[src/rtl/hash_pkg.sv]
// Shared defaults and the FSM state encoding for the hash message feeder.
package hash_pkg;
  localparam int DEPTH_DEF    = 16;
  localparam int BYTE_GAP_DEF = 4;
  localparam int DIG_LAT_DEF  = 3;
  localparam int TIMEOUT_DEF  = 255;
  localparam int TMR_W        = 16;

  typedef enum logic [2:0] {
    IDLE,
    FEED,
    GAP,
    WAIT_DIG,
    OUT
  } state_t;
endpackage

[src/rtl/feeder_byte_buf.sv]
// DEPTH x 8 message byte store with write pointer, read pointer and byte count.
module feeder_byte_buf #(
  parameter int DEPTH = 16,
  parameter int CNT_W = $clog2(DEPTH + 1)
) (
  input  logic             clk,
  input  logic             rst_n,
  input  logic             wr_en,
  input  logic [7:0]       wr_data,
  input  logic             rd_en,
  input  logic             clr,
  output logic [7:0]       rd_data,
  output logic [CNT_W-1:0] count,
  output logic             remaining
);
  localparam int PTR_W = (DEPTH > 1) ? $clog2(DEPTH) : 1;

  logic [7:0]       mem [DEPTH];
  logic [CNT_W-1:0] wr_ptr;
  logic [CNT_W-1:0] rd_ptr;

  always_ff @(posedge clk or negedge rst_n) begin
    if (!rst_n) begin
      wr_ptr <= '0;
      rd_ptr <= '0;
      count  <= '0;
    end else if (clr) begin
      wr_ptr <= '0;
      rd_ptr <= '0;
      count  <= '0;
    end else begin
      if (wr_en) begin
        wr_ptr <= wr_ptr + CNT_W'(1);
        count  <= count + CNT_W'(1);
      end
      if (rd_en) rd_ptr <= rd_ptr + CNT_W'(1);
    end
  end

  // Storage is not reset; stale bytes are unreachable once the pointers clear.
  always_ff @(posedge clk) begin
    if (wr_en) mem[wr_ptr[PTR_W-1:0]] <= wr_data;
  end

  assign rd_data   = mem[rd_ptr[PTR_W-1:0]];
  assign remaining = (rd_ptr != count);
endmodule

[src/rtl/hash_msg_feeder.sv]
// Buffers a host message, replays it to a hash core at a fixed byte spacing,
// then captures the digest (or flags a timeout) and hands it back to the host.
//
// state    | meaning
// IDLE     | accepting host bytes into the buffer
// FEED     | one-cycle M_valid strobe of the next buffered byte
// GAP      | spacing between strobes
// WAIT_DIG | waiting for hash_ready (latency window, then timeout)
// OUT      | digest held for the host until dig_ready
module hash_msg_feeder
  import hash_pkg::*;
#(
  parameter int DEPTH    = DEPTH_DEF,
  parameter int BYTE_GAP = BYTE_GAP_DEF,
  parameter int DIG_LAT  = DIG_LAT_DEF,
  parameter int TIMEOUT  = TIMEOUT_DEF
) (
  input  logic        clk,
  input  logic        rst_n,
  input  logic        in_valid,
  input  logic [7:0]  in_data,
  input  logic        in_last,
  output logic        in_ready,
  output logic        M_valid,
  output logic [7:0]  message,
  output logic [63:0] counter,
  input  logic        hash_ready,
  input  logic [31:0] digest_out,
  output logic        dig_valid,
  output logic [31:0] dig_data,
  output logic        dig_err,
  output logic        dig_trunc,
  input  logic        dig_ready,
  output logic        busy
);
  localparam int CNT_W = $clog2(DEPTH + 1);
  localparam logic [TMR_W-1:0] GAP_LOAD  = TMR_W'(BYTE_GAP - 2);
  localparam logic [TMR_W-1:0] WAIT_LOAD = TMR_W'(DIG_LAT + TIMEOUT - 1);
  localparam logic [TMR_W-1:0] TMO_LIM   = TMR_W'(TIMEOUT);
  localparam logic [CNT_W-1:0] LAST_IDX  = CNT_W'(DEPTH - 1);

  state_t           state, next_state;
  logic [TMR_W-1:0] tmr;
  logic             accept, final_byte, capture, timed_out, out_done;
  logic [7:0]       buf_rd, msg_q;
  logic [CNT_W-1:0] buf_count;
  logic             buf_remaining;

  assign accept     = in_valid && in_ready;
  assign final_byte = accept && (in_last || (buf_count == LAST_IDX));
  // The first DIG_LAT cycles of WAIT_DIG have tmr >= TIMEOUT, masking hash_ready.
  assign capture    = (state == WAIT_DIG) && (tmr < TMO_LIM) && hash_ready;
  assign timed_out  = (state == WAIT_DIG) && (tmr == '0) && !capture;
  assign out_done   = dig_valid && dig_ready;

  feeder_byte_buf #(
    .DEPTH(DEPTH),
    .CNT_W(CNT_W)
  ) u_buf (
    .clk      (clk),
    .rst_n    (rst_n),
    .wr_en    (accept),
    .wr_data  (in_data),
    .rd_en    (state == FEED),
    .clr      (out_done),
    .rd_data  (buf_rd),
    .count    (buf_count),
    .remaining(buf_remaining)
  );

  always_ff @(posedge clk or negedge rst_n) begin
    if (!rst_n) state <= IDLE;
    else        state <= next_state;
  end

  always_comb begin
    next_state = state;
    case (state)
      IDLE:     if (final_byte) next_state = FEED;
      FEED:     next_state = GAP;
      GAP:      if (tmr == '0) next_state = buf_remaining ? FEED : WAIT_DIG;
      WAIT_DIG: if (capture || timed_out) next_state = OUT;
      OUT:      if (dig_ready) next_state = IDLE;
      default:  next_state = IDLE;
    endcase
  end

  always_comb begin
    in_ready  = 1'b0;
    M_valid   = 1'b0;
    dig_valid = 1'b0;
    busy      = 1'b1;
    case (state)
      IDLE: begin
        in_ready = rst_n;
        busy     = 1'b0;
      end
      FEED:    M_valid   = 1'b1;
      OUT:     dig_valid = 1'b1;
      default: ;
    endcase
  end

  // Down-counter reloaded on every state change, terminal count at zero.
  always_ff @(posedge clk or negedge rst_n) begin
    if (!rst_n) begin
      tmr <= '0;
    end else if (next_state != state) begin
      case (next_state)
        GAP:      tmr <= GAP_LOAD;
        WAIT_DIG: tmr <= WAIT_LOAD;
        default:  tmr <= '0;
      endcase
    end else if (tmr != '0) begin
      tmr <= tmr - TMR_W'(1);
    end
  end

  always_ff @(posedge clk or negedge rst_n) begin
    if (!rst_n) begin
      msg_q     <= '0;
      counter   <= '0;
      dig_data  <= '0;
      dig_err   <= 1'b0;
      dig_trunc <= 1'b0;
    end else begin
      if (state == FEED) msg_q <= buf_rd;
      if (final_byte) begin
        counter   <= {{(64 - CNT_W){1'b0}}, buf_count + CNT_W'(1)};
        dig_trunc <= !in_last;
      end
      if (capture) begin
        dig_data <= digest_out;
      end else if (timed_out) begin
        dig_data <= '0;
        dig_err  <= 1'b1;
      end
      if (out_done) begin
        counter   <= '0;
        dig_data  <= '0;
        dig_err   <= 1'b0;
        dig_trunc <= 1'b0;
      end
    end
  end

  // The byte is shown live during FEED and held from the register afterwards.
  assign message = (state == FEED) ? buf_rd : msg_q;
endmodule

[config.mk]
export PLATFORM = sky130hd
export DESIGN_NAME = hash_msg_feeder
export DESIGN_NICKNAME = d
export VERILOG_FILES = /design/src/rtl/hash_pkg.sv /design/src/rtl/feeder_byte_buf.sv /design/src/rtl/hash_msg_feeder.sv
export SDC_FILE = /design/constraint.sdc
export NUM_CORES = 1
export LEC_CHECK = 0
export CAP_MARGIN = 10
export CORE_MARGIN = 4
export CORE_UTILIZATION = 25
export CTS_CLUSTER_SIZE = 10
export DETAILED_ROUTE_END_ITERATION = 12
export GPL_TIMING_DRIVEN = 0
export MAX_ROUTING_LAYER = met4
export PLACE_DENSITY = 0.5
export REMOVE_ABC_BUFFERS = 1
export SLEW_MARGIN = 20
export SYNTH_ARGS = -nofsm -noshare
export SYNTH_HDL_FRONTEND = slang
export SYNTH_SLANG_ARGS = --single-unit
[constraint.sdc]
create_clock -name clk -period 2.4 [get_ports clk]
set_input_delay 0.36 -clock clk [delete_from_list [all_inputs] [get_ports clk]]
set_output_delay 0.36 -clock clk [all_outputs]
set_load 0.1 [all_outputs]
## Word level (Yosys, flattened, before mapping)

Memories as Yosys holds them, arrays and structs flattened.
Cells that the tools add are included.

| storage, ports and cells | value |
|---|---|
| RAM bits | 128 |
| memories kept | 1 |
| input port bits | 46 |
| logic and storage cells | 79 |
| register bits after elaboration | 140 |
| output and inout port bits | 110 |

| operators by class | value |
|---|---|
| $add $sub $neg | 4 |
| order comparisons | 1 |
| eq/ne operators | 10 |
| muxes and demuxes | 32 |
| reductions and logical operators | 21 |

Memory list:

| name | words | width | read ports | clocked after Yosys merged registers in | wr ports | RTL line | source |
|---|---|---|---|---|---|---|---|
| u_buf.mem | 16 | 8 | 1 | 0 | 1 | feeder_byte_buf.sv:18 | `logic [7:0] mem [DEPTH];` |

Operators by type and width:

| cell | count |
|---|---|
| $mux W64 | 2 |
| $mux W32 | 3 |
| $mux W16 | 2 |
| $mux W5 | 6 |
| $pmux W9 S2 | 1 |
| $logic_not A16 Y1 | 1 |
| $lt A16 B8 Y1 const B | 1 |
| $reduce_bool A16 Y1 | 1 |
| $sub A16 B1 Y16 const B | 1 |
| $add A5 B1 Y5 const B | 3 |
| $pmux W3 S5 | 1 |
| $eq A3 B2 Y1 const B | 4 |
| $mux W3 | 4 |
| $mux W1 | 11 |
| $reduce_bool A2 Y1 | 5 |
| $mux W8 | 1 |
| $logic_and A1 B1 Y1 | 7 |
| $eq A5 B4 Y1 const B | 1 |
| $ne A5 B5 Y1 | 1 |
| $eq A3 B1 Y1 const B | 1 |
| $eq A3 B3 Y1 const B | 1 |
| $logic_not A3 Y1 | 1 |
| $ne A3 B3 Y1 | 1 |
| $reduce_bool A3 Y1 | 1 |
| other kinds (5) | 7 |

## Longest topological paths before layout

Gate-level depths: netlist of the first run.

| depth | value |
|---|---|
| depth in word-level cells | 11 |
| gate-level depth with buffers | 10 |
| depth with buffers taken out | 9 |

## By module

A second synthesis of the first run with hierarchy kept.

| second synthesis, totals | value |
|---|---|
| cells, all modules | 608 |
| area total of the unflattened synthesis | 9185.1 µm² |

By module, submodules not included:

| module | sequential area each (µm²) | area an instance (µm²) | times used | cells each |
|---|---|---|---|---|
| feeder_byte_buf | 4194.0 | 5743.0 | 1 | 296 |
| hash_msg_feeder | 1651.6 | 3442.1 | 1 | 312 |

## Worst setup path after synthesis of the first run

No wires, ideal clock.

| timing | value |
|---|---|
| kind | register -> register |
| start | reg state[1] |
| end | mem u_buf.mem[11][0] (enable) |
| required time | 2.068 ns |
| arrival | 3.433 ns |
| path buffers | 1 |
| period minus slack after synthesis | 3.764 ns |
| cell stages (with the launch flop) | 6 |
| library setup time | 0.332 ns |
| slack | -1.364 ns |
| path through | dfrtp_1 buf_2 nor4b_2 nand2_1 nor3b_1 and2_1 |

| between the ends | value |
|---|---|
| cells in the longest elaborated chain, start to end | 5 |

RTL lines:

| item | RTL line | source |
|---|---|---|
| from (decl) | hash_msg_feeder.sv:42 | `state_t state, next_state;` |
| from (signal assigned) | hash_msg_feeder.sv:73 | `else state <= next_state;` |
| $logic_not A3 Y1 | hash_msg_feeder.sv:93 | `case (state)` |
| $mux W1 | hash_msg_feeder.sv:93 |  |
| net in_ready | hash_msg_feeder.sv:23 | `output logic in_ready,` |
| $logic_and A1 B1 Y1 | hash_msg_feeder.sv:49 | `assign accept = in_valid && in_ready;` |
| $mux W1 | feeder_byte_buf.sv:42 | `if (wr_en) mem[wr_ptr[PTR_W-1:0]] <= wr_data;` |
| $mux W1 (implied by the code) | feeder_byte_buf.sv:42 |  |
| to (decl) | feeder_byte_buf.sv:18 |  |

The timed path passes the listed nets, and every way through them passes these cells.

## Worst setup path after layout of the first run

| timing | value |
|---|---|
| start | reg u_buf.rd_ptr[0] |
| end | out message[5] |

| between the ends | value |
|---|---|
| cells in the longest elaborated chain, start to end | 2 |

RTL lines:

| item | RTL line | source |
|---|---|---|
| from (decl) | feeder_byte_buf.sv:20 | `logic [CNT_W-1:0] rd_ptr;` |
| from (signal assigned) | feeder_byte_buf.sv:36 | `if (rd_en) rd_ptr <= rd_ptr + CNT_W'(1);` |
| $mem_v2 Z16 W8 | - |  |
| $mux W8 | hash_msg_feeder.sv:148 | `assign message = (state == FEED) ? buf_rd : msg_q;` |
| to (decl) | hash_msg_feeder.sv:25 | `output logic [7:0] message,` |

No other way between the ends.

==> metrics.md, run 1 <==
| Metric | Value |
|---|---|
| Mapped cell area | 9050 um2 |
| Die ar. | 39300 um2 |
| CTS Buf Count | 25 |
| #FFs+latches synth | 208 |
| Reg2Reg Depth | 8 |
| Worst Path Required | 2.04 ns |
| Die H | 198 um |
| Final worst-path cycle share | 1.29 |
| WL final | 20000 um |
| Synthesis warning total | 0 |
| Slew Viols, Final | 0 |
| Fin worst setup slack | -0.703 ns |
| Clock skew | 0.00655 ns |
| Core Rows | 69 |
| Crit path kind | flop to output port |
| P per Cell Area | 1360 nW/um2 |
| Leak pwr | 4.52 nW |
| GR Overflow Total | 0 |
| Top-area cell type share of the netlist area | 0.424 |
| Min Tclk post-route | 3.10 ns |
| Via count | 4953 |
| Nature of the critical path startpoint | flop |
| Syn_area_per_cell | 15.5 um2 |
| Fraction of registers with async set/reset | 0.385 |
| Clk Latency, worst-skew pair | 0.51 ns |
| Max_slew headroom | 0.328 |
| Wire length per cell | 17.2 um |
| Post-DRT Antenna Nets | 0 |
| Maximum vdd drop | 0.640 mV |
| First-pass GRT wire length | 30600 um |
| Via density | 4.26 |
| Hold Vio Cnt, Final | 0 |
| Die Wd | 198 um |
| Ant. Diodes | 0 |
| Clk root buf | clkbuf_16 |
| Reg2reg start | tmr[0]$_DFFE_PN0P_ |
| Sequential area share after synthesis | 0.646 |
| Initial core utilization | 0.254 |
| Cell count after placement | 1119 |
| Slew @ Worst Pin | 1.01 ns |
| I/O Buffers | 96 |
| Reg clk slew, reported paths | 0.06 ns |
| Final core occ | 0.318 |
| Final net count | 751 |
| Hold path cells | 2 |
| TritonCTS clock tree | yes |
| Drt pass-1 iters | 4 |
| Peak Freq | 322 MHz |
| Setup TNS | -18.69 ns |
| Layout area overhead | 25.1% |
| Dominant cell type by area after synthesis | edfxtp_1 |
| GRT Overall Usage | 0.101 |
| Failing checks | setup timing |
| Largest net degree at the start of global routing | 53 |
| Clk sinks | 208 |
| Crit path DAT | 2.74 ns |
| Hold WC Path Type | input port to flop |
| Vias in the first global route | 5016 |
| Hold EP | dig_data[12]$_DFFE_PN0P_ |
| Fillers | 3491 |
| Final Wtd Congestion | 0.734 |
| Core area | 35700 um2 |
| Post-synth EDFFs | 128 |
| Post-synth top flop | edfxtp_1 |
| Ports | 156 |
| Max-cap violations | 0 |
| Final setup viols | 130 |
| Status | finished with violations |
| Initial antenna violation count | 0 |
| Gate Count Post-Synth | 586 |
| Synth area leaders | edfxtp_1 42%, dfrtp_1 22%, mux4_2 9.9% |
| H-tree Lvls | 1 |
| Hold_sp | digest_out[12] |
| Drt initial violations | 320 |
| Crit-path max FO | 8 |
| Share of cells above drive strength 1 | 0.202 |
| Worst R2R End | tmr[6]$_DFFE_PN0P_ |
| Distinct cells, synth | 49 |
| Crit end category | output port |
| Non-Filler Instances | 1164 |
| # DRC | 0 |
| CTS max path bufs | 3 |
| RSZ-0062 raised after global routing | yes |
| Detailed Place HPWL | 13200 um |
| FF-to-FF setup slack | 0.14 ns |
logic make-up (layout without fill, tap and decap cells):
| logic type | after synthesis | in the layout | synth area share |
|---|---|---|---|
| other | 1 | 59 | 0.000414 |
| buffers and inverters | 96 | 154 | 0.0709 |
| multiplexers | 49 | 49 | 0.111 |
| adder cells (fa/ha/maj) | 10 | 10 | 0.0138 |
| XOR/XNOR | 29 | 29 | 0.0281 |
| AO/OA/AOI/OAI | 59 | 59 | 0.0493 |
| flip-flops | 208 | 208 | 0.646 |
| AND/OR/NAND/NOR | 134 | 135 | 0.0814 |
sequential cells by signal, indices dropped and copies added (netlist names):
| signal | count |
|---|---|
| u_buf.mem | 128 |
| dig_data | 32 |
| tmr | 16 |
| msg_q | 8 |
| counter | 5 |
| u_buf.count | 5 |
| u_buf.rd_ptr | 5 |
| u_buf.wr_ptr | 4 |
| state | 3 |
| dig_err | 1 |
| dig_trunc | 1 |
timing repair:
action,4_1_cts,5_1_grt
gates cloned,2,2
hold buffers,2,1
setup buffers,3,1
resized for setup,136,38
endpoints found under the setup margin,197,200
pin swaps,0,1
hold endpoints to repair,29,80
final cells by class:
type                    count  area [um2]  share of cell area
well taps                 461         577              0.0509
clock buffers              32         672              0.0593
repair buffers            110        1250               0.110
clock inverters             3        42.5             0.00375
flip-flops and latches    208        5850               0.516
multi-input cells         341        2910               0.257
inverters                   9        33.8             0.00298
cells in the final DEF (no fill, tap or decap), drive strengths merged, types with 12 or more instances in the layout:
master,Yosys,final
xnor2,15,15
dfrtp,80,80
conb,1,59
nor3,12,12
a22o,32,32
nand2,22,22
edfxtp,128,128
clkbuf,13,33
xor2,14,14
dlygate4sd2,0,28
buf,74,24
mux4,40,40
clkdlybuf4s50,0,44
and2,15,15
nor2,44,44
cell usage after synthesis (all sizes together), types with 2 or more instances:
cell / n
mux4: 40
and3: 3
nor3: 12
xnor2: 15
or3: 6
inv: 9
buf: 74
dfrtp: 80
xor2: 14
a21oi: 11
a31oi: 2
clkbuf: 13
edfxtp: 128
a211oi: 3
o21ai: 6
nand3: 6
and2: 15
nor4b: 3
nor4: 3
a22o: 32
or4: 3
nand4: 7
mux2: 8
nor2: 44
ha: 10
and4: 5
nand2: 22
nor3b: 2
worst max-delay path, cell delays in order, from the launching register on:
cell and delay [ns]:
dfrtp_4 0.53, buf_16 0.17, mux4_2 0.55, mux4_2 0.49, mux2_4 0.31, buf_12 0.17
worst max path at each step:
| stage | start | endpoint | slack, ns | depth (start not counted) |
|---|---|---|---|---|
| after CTS | u_buf.rd_ptr[0]$_DFFE_PN0P_ | message[6] | -0.77 | 5 |
| after global placement | rst_n | u_buf.mem[4][2]$_DFFE_PP_ | -3.99 | 6 |
| final | u_buf.rd_ptr[0]$_DFFE_PN0P_ | message[5] | -0.70 | 5 |
| after floorplan | state[2]$_DFF_PN0_ | dig_data[0]$_DFFE_PN0P_ | -1.78 | 5 |
| after global routing | u_buf.rd_ptr[0]$_DFFE_PN0P_ | message[6] | -0.78 | 5 |
| after detailed placement | u_buf.rd_ptr[0]$_DFFE_PN0P_ | message[0] | -1.17 | 5 |
power breakdown:
part	total [mW]	switching (mW)	internal, mW
Combinational	6.92	4.53	2.39
Sequential	5.02	0.629	4.39
Clock	3.43	1.39	2.04
Total	15.4	6.55	8.82
routing by layer:
layer | up-vias | GRT usage | routed length (um)
met5 | - | - | 0
met4 | 0 | 0.0250 | 312
met3 | 23 | 0.0155 | 767
met2 | 98 | 0.158 | 9960
met1 | 2543 | 0.138 | 9000
li1 | 2289 | - | -
per-stage QoR:
| step | cell area [um2] | hold slack (ns) | setup slack (ns) | total power, mW |
|---|---|---|---|---|
| 2_1_floorplan | 8660 | 0.0644 | -1.78 | 9.91 |
| 4_1_cts | 11200 | 0.424 | -0.774 | 15.4 |
| 5_1_grt | 11300 | 0.436 | -0.782 | 16.1 |
| 3_3_place_gp | 10200 | 0.483 | -3.99 | 11.5 |
| 3_5_place_dp | 10300 | 0.272 | -1.17 | 11.6 |
| 6_report | 11300 | 0.455 | -0.703 | 15.4 |
Power figures use the tool's default switching activity.
==> run 2, diff against run 1 <==
- PLACE_DENSITY: 0.5 -> default
==> run 2 against run 1 <==
Net effect:
- sequential share of layout area increased by 0.18 points
- design area decreased by 0.35%
- sequential power about the same
- critical path depth increased by 1
- hold slack got worse by 0.078 ns
- register-to-register slack got worse by 0.05 ns
- the run still ends with setup timing left
- routed wire length decreased by 4.8%
- final cell count increased by 0.60%
- first-iteration DRC count decreased by 13%
- highest routed layer unchanged
- clock-buffer cell count increased by 6
- total power decreased by 0.82%
- combinational power about the same
==> metrics.md, run 2 (same netlist as run 1, synthesis figures left out) <==
| Metric | Value |
|---|---|
| Core Rows | 69 (unchanged) |
| Max_slew headroom | 0.296 (-0.0320) |
| Final core occ | 0.317 (-0.00112) |
| Crit-path max FO | 6 (-2) |
| Die ar. | 39300 um2 (unchanged) |
| Layout area overhead | 24.7% |
| Maximum vdd drop | 0.606 mV (-5.2%) |
| Max-cap violations | 0 (unchanged) |
| WL final | 19100 um (-4.8%) |
| Reg clk slew, reported paths | 0.06 ns (about the same) |
| Peak Freq | 320 MHz (-0.82%) |
| Hold WC Path Type | input port to async pin |
| Worst Path Required | 2.04 ns (about the same) |
| Share of cells above drive strength 1 | 0.197 (-0.00481) |
| Ports | 156 (unchanged) |
| Final setup viols | 9 (-93%) |
| Clock power frac | 0.217 (-0.006) |
| TritonCTS clock tree | yes |
| Largest register FFs | 128 (unchanged) |
| I/O Buffers | 96 (unchanged) |
| Min Tclk post-route | 3.13 ns (+0.0258 ns) |
| Die Wd | 198 um (unchanged) |
| Final Wtd Congestion | 0.759 (+3.3%) |
| P_sw | 6.52 mW (-0.53%) |
| CTS Buf Count | 25 (unchanged) |
| Post-route cell area | 11300 um2 (-0.35%) |
| Seq pwr share | 0.329 (+0.003) |
| Final Power | 15.2 mW (-0.82%) |
| Vias in the first global route | 5016 (unchanged) |
| Via density | 4.22 (-0.80%) |
| H-tree Lvls | 1 (unchanged) |
| RSZ-0062 raised after global routing | yes |
| Drt initial violations | 279 (-13%) |
| First-pass GRT wire length | 29400 um (-4.0%) |
| Largest net degree at the start of global routing | 45 (-15%) |
| Logic pwr share | 0.454 (+0.004) |
| Final net count | 751 (unchanged) |
| P per Cell Area | 1350 nW/um2 (-0.47%) |
| Via count | 4943 (-0.20%) |
| Final worst-path cycle share | 1.30 (+0.0107) |
| Fin worst setup slack | -0.729 ns (-0.0258 ns) |
| Nature of the critical path startpoint | flop |
| Switching share of power | 0.428 (+0.00123) |
| Post-DRT Antenna Nets | 0 (unchanged) |
| Most common cell after layout, fill and taps aside | edfxtp_1 |
| Slew Viols, Final | 0 (unchanged) |
| Status | finished with violations |
| Clk sinks | 208 (unchanged) |
| Reg2Reg Depth | 6 (-2) |
| Clock skew | 0.0159 ns (+0.00934 ns) |
| Crit path kind | flop to output port |
| Clk root buf | clkbuf_16 |
| Crit path DAT | 2.77 ns (+0.03 ns) |
| Worst hold slack | 0.377 ns (-0.0780 ns) |
| Failing checks | setup timing |
| Hold Vio Cnt, Final | 0 (unchanged) |
| Setup TNS | -5.68 ns (+13.01 ns) |
| Slew @ Worst Pin | 1.06 ns (+0.0481 ns) |
| Ant. Diodes | 0 (unchanged) |
| Detailed Place HPWL | 12800 um (-3.0%) |
| Pint | 8.73 mW (-1.0%) |
| Leak pwr | 4.39 nW (-2.8%) |
| GR Overflow Total | 0 (unchanged) |
| Initial core utilization | 0.254 (unchanged) |
| Core area | 35700 um2 (unchanged) |
| Initial antenna violation count | 0 (unchanged) |
| Most frequent cells in the layout | 128 x edfxtp_1, 77 x dfrtp_1, 59 x conb_1 |
| CTS max path bufs | 3 (unchanged) |
| Crit end category | output port |
| Cell area after placement | 10300 um2 (-0.25%) |
| GRT Overall Usage | 0.0972 (-0.00362) |
| Wire length per cell | 16.3 um (-5.4%) |
| Drt pass-1 iters | 4 (unchanged) |
| # DRC | 0 (unchanged) |
| Die H | 198 um (unchanged) |
| Clk Latency, worst-skew pair | 0.53 ns (+0.02 ns) |
## run 2: routing by layer
layer	track usage	up-vias	wire, um
met1	0.123	2518	7930
met3	0.0143	21	808
met2	0.161	112	9990
li1	-	2292	-
met4	0.0321	0	354
met5	-	-	0
## run 2: layout make-up
cell class	count	area [um2]
Clock buffer	38	674
Clock inverter	4	35.0
Fill cell	3473	24400
Inverter	9	33.8
Multi-Input combinational cell	341	2900
Sequential cell	208	5850
Tap cell	461	577
Timing Repair Buffer	110	1220
## run 2: path summary, 6_finish.rpt
kind | from | slack (ns) | endpoint
max | u_buf.rd_ptr[0]$_DFFE_PN0P_ | -0.73 | message[4]
min | rst_n | 0.38 | dig_data[10]$_DFFE_PN0P_
max reg2reg | u_buf.rd_ptr[0]$_DFFE_PN0P_ | 0.09 | msg_q[0]$_DFF_PN0_
min reg2reg | dig_data[13]$_DFFE_PN0P_ | 0.49 | dig_data[13]$_DFFE_PN0P_
max in group asynchronous | rst_n | 1.78 | u_buf.count[0]$_DFFE_PN0P_
min in group clk | digest_out[21] | 0.43 | dig_data[21]$_DFFE_PN0P_
## run 2: stage by stage
step | worst slack, ns | instances
2_1_floorplan | -1.78 | 557
3_3_place_gp | -3.83 | 1114
3_5_place_dp | -1.23 | 1118
4_1_cts | -0.755 | 1169
5_1_grt | -0.811 | 1171
6_report | -0.729 | 1171
## run 2: critical path, stage by stage, from the launching register on
cell,delay [ns]
dfrtp_4,0.51
buf_12,0.15
buf_16,0.14
mux4_2,0.46
mux4_2,0.48
mux2_4,0.30
buf_12,0.17
## run 2: power by group through the flow
stage | clock network, mW | registers [mW] | logic (mW)
global route | 3.57 | 5.12 | 7.34
finish | 3.31 | 5.02 | 6.92
global placement | 0 | 5.30 | 6.16
detailed placement | 0 | 5.13 | 6.44
CTS | 3.42 | 5.01 | 6.91
floorplan | 0 | 6.53 | 3.38
## run 2: repair_timing
action,CTS,global route
pin swaps,1,0
hold endpoints to repair,36,0
setup endpoints to repair,174,155
gates cloned,2,1
setup buffers,5,1
gates resized for setup,155,20
hold buffers,2,0
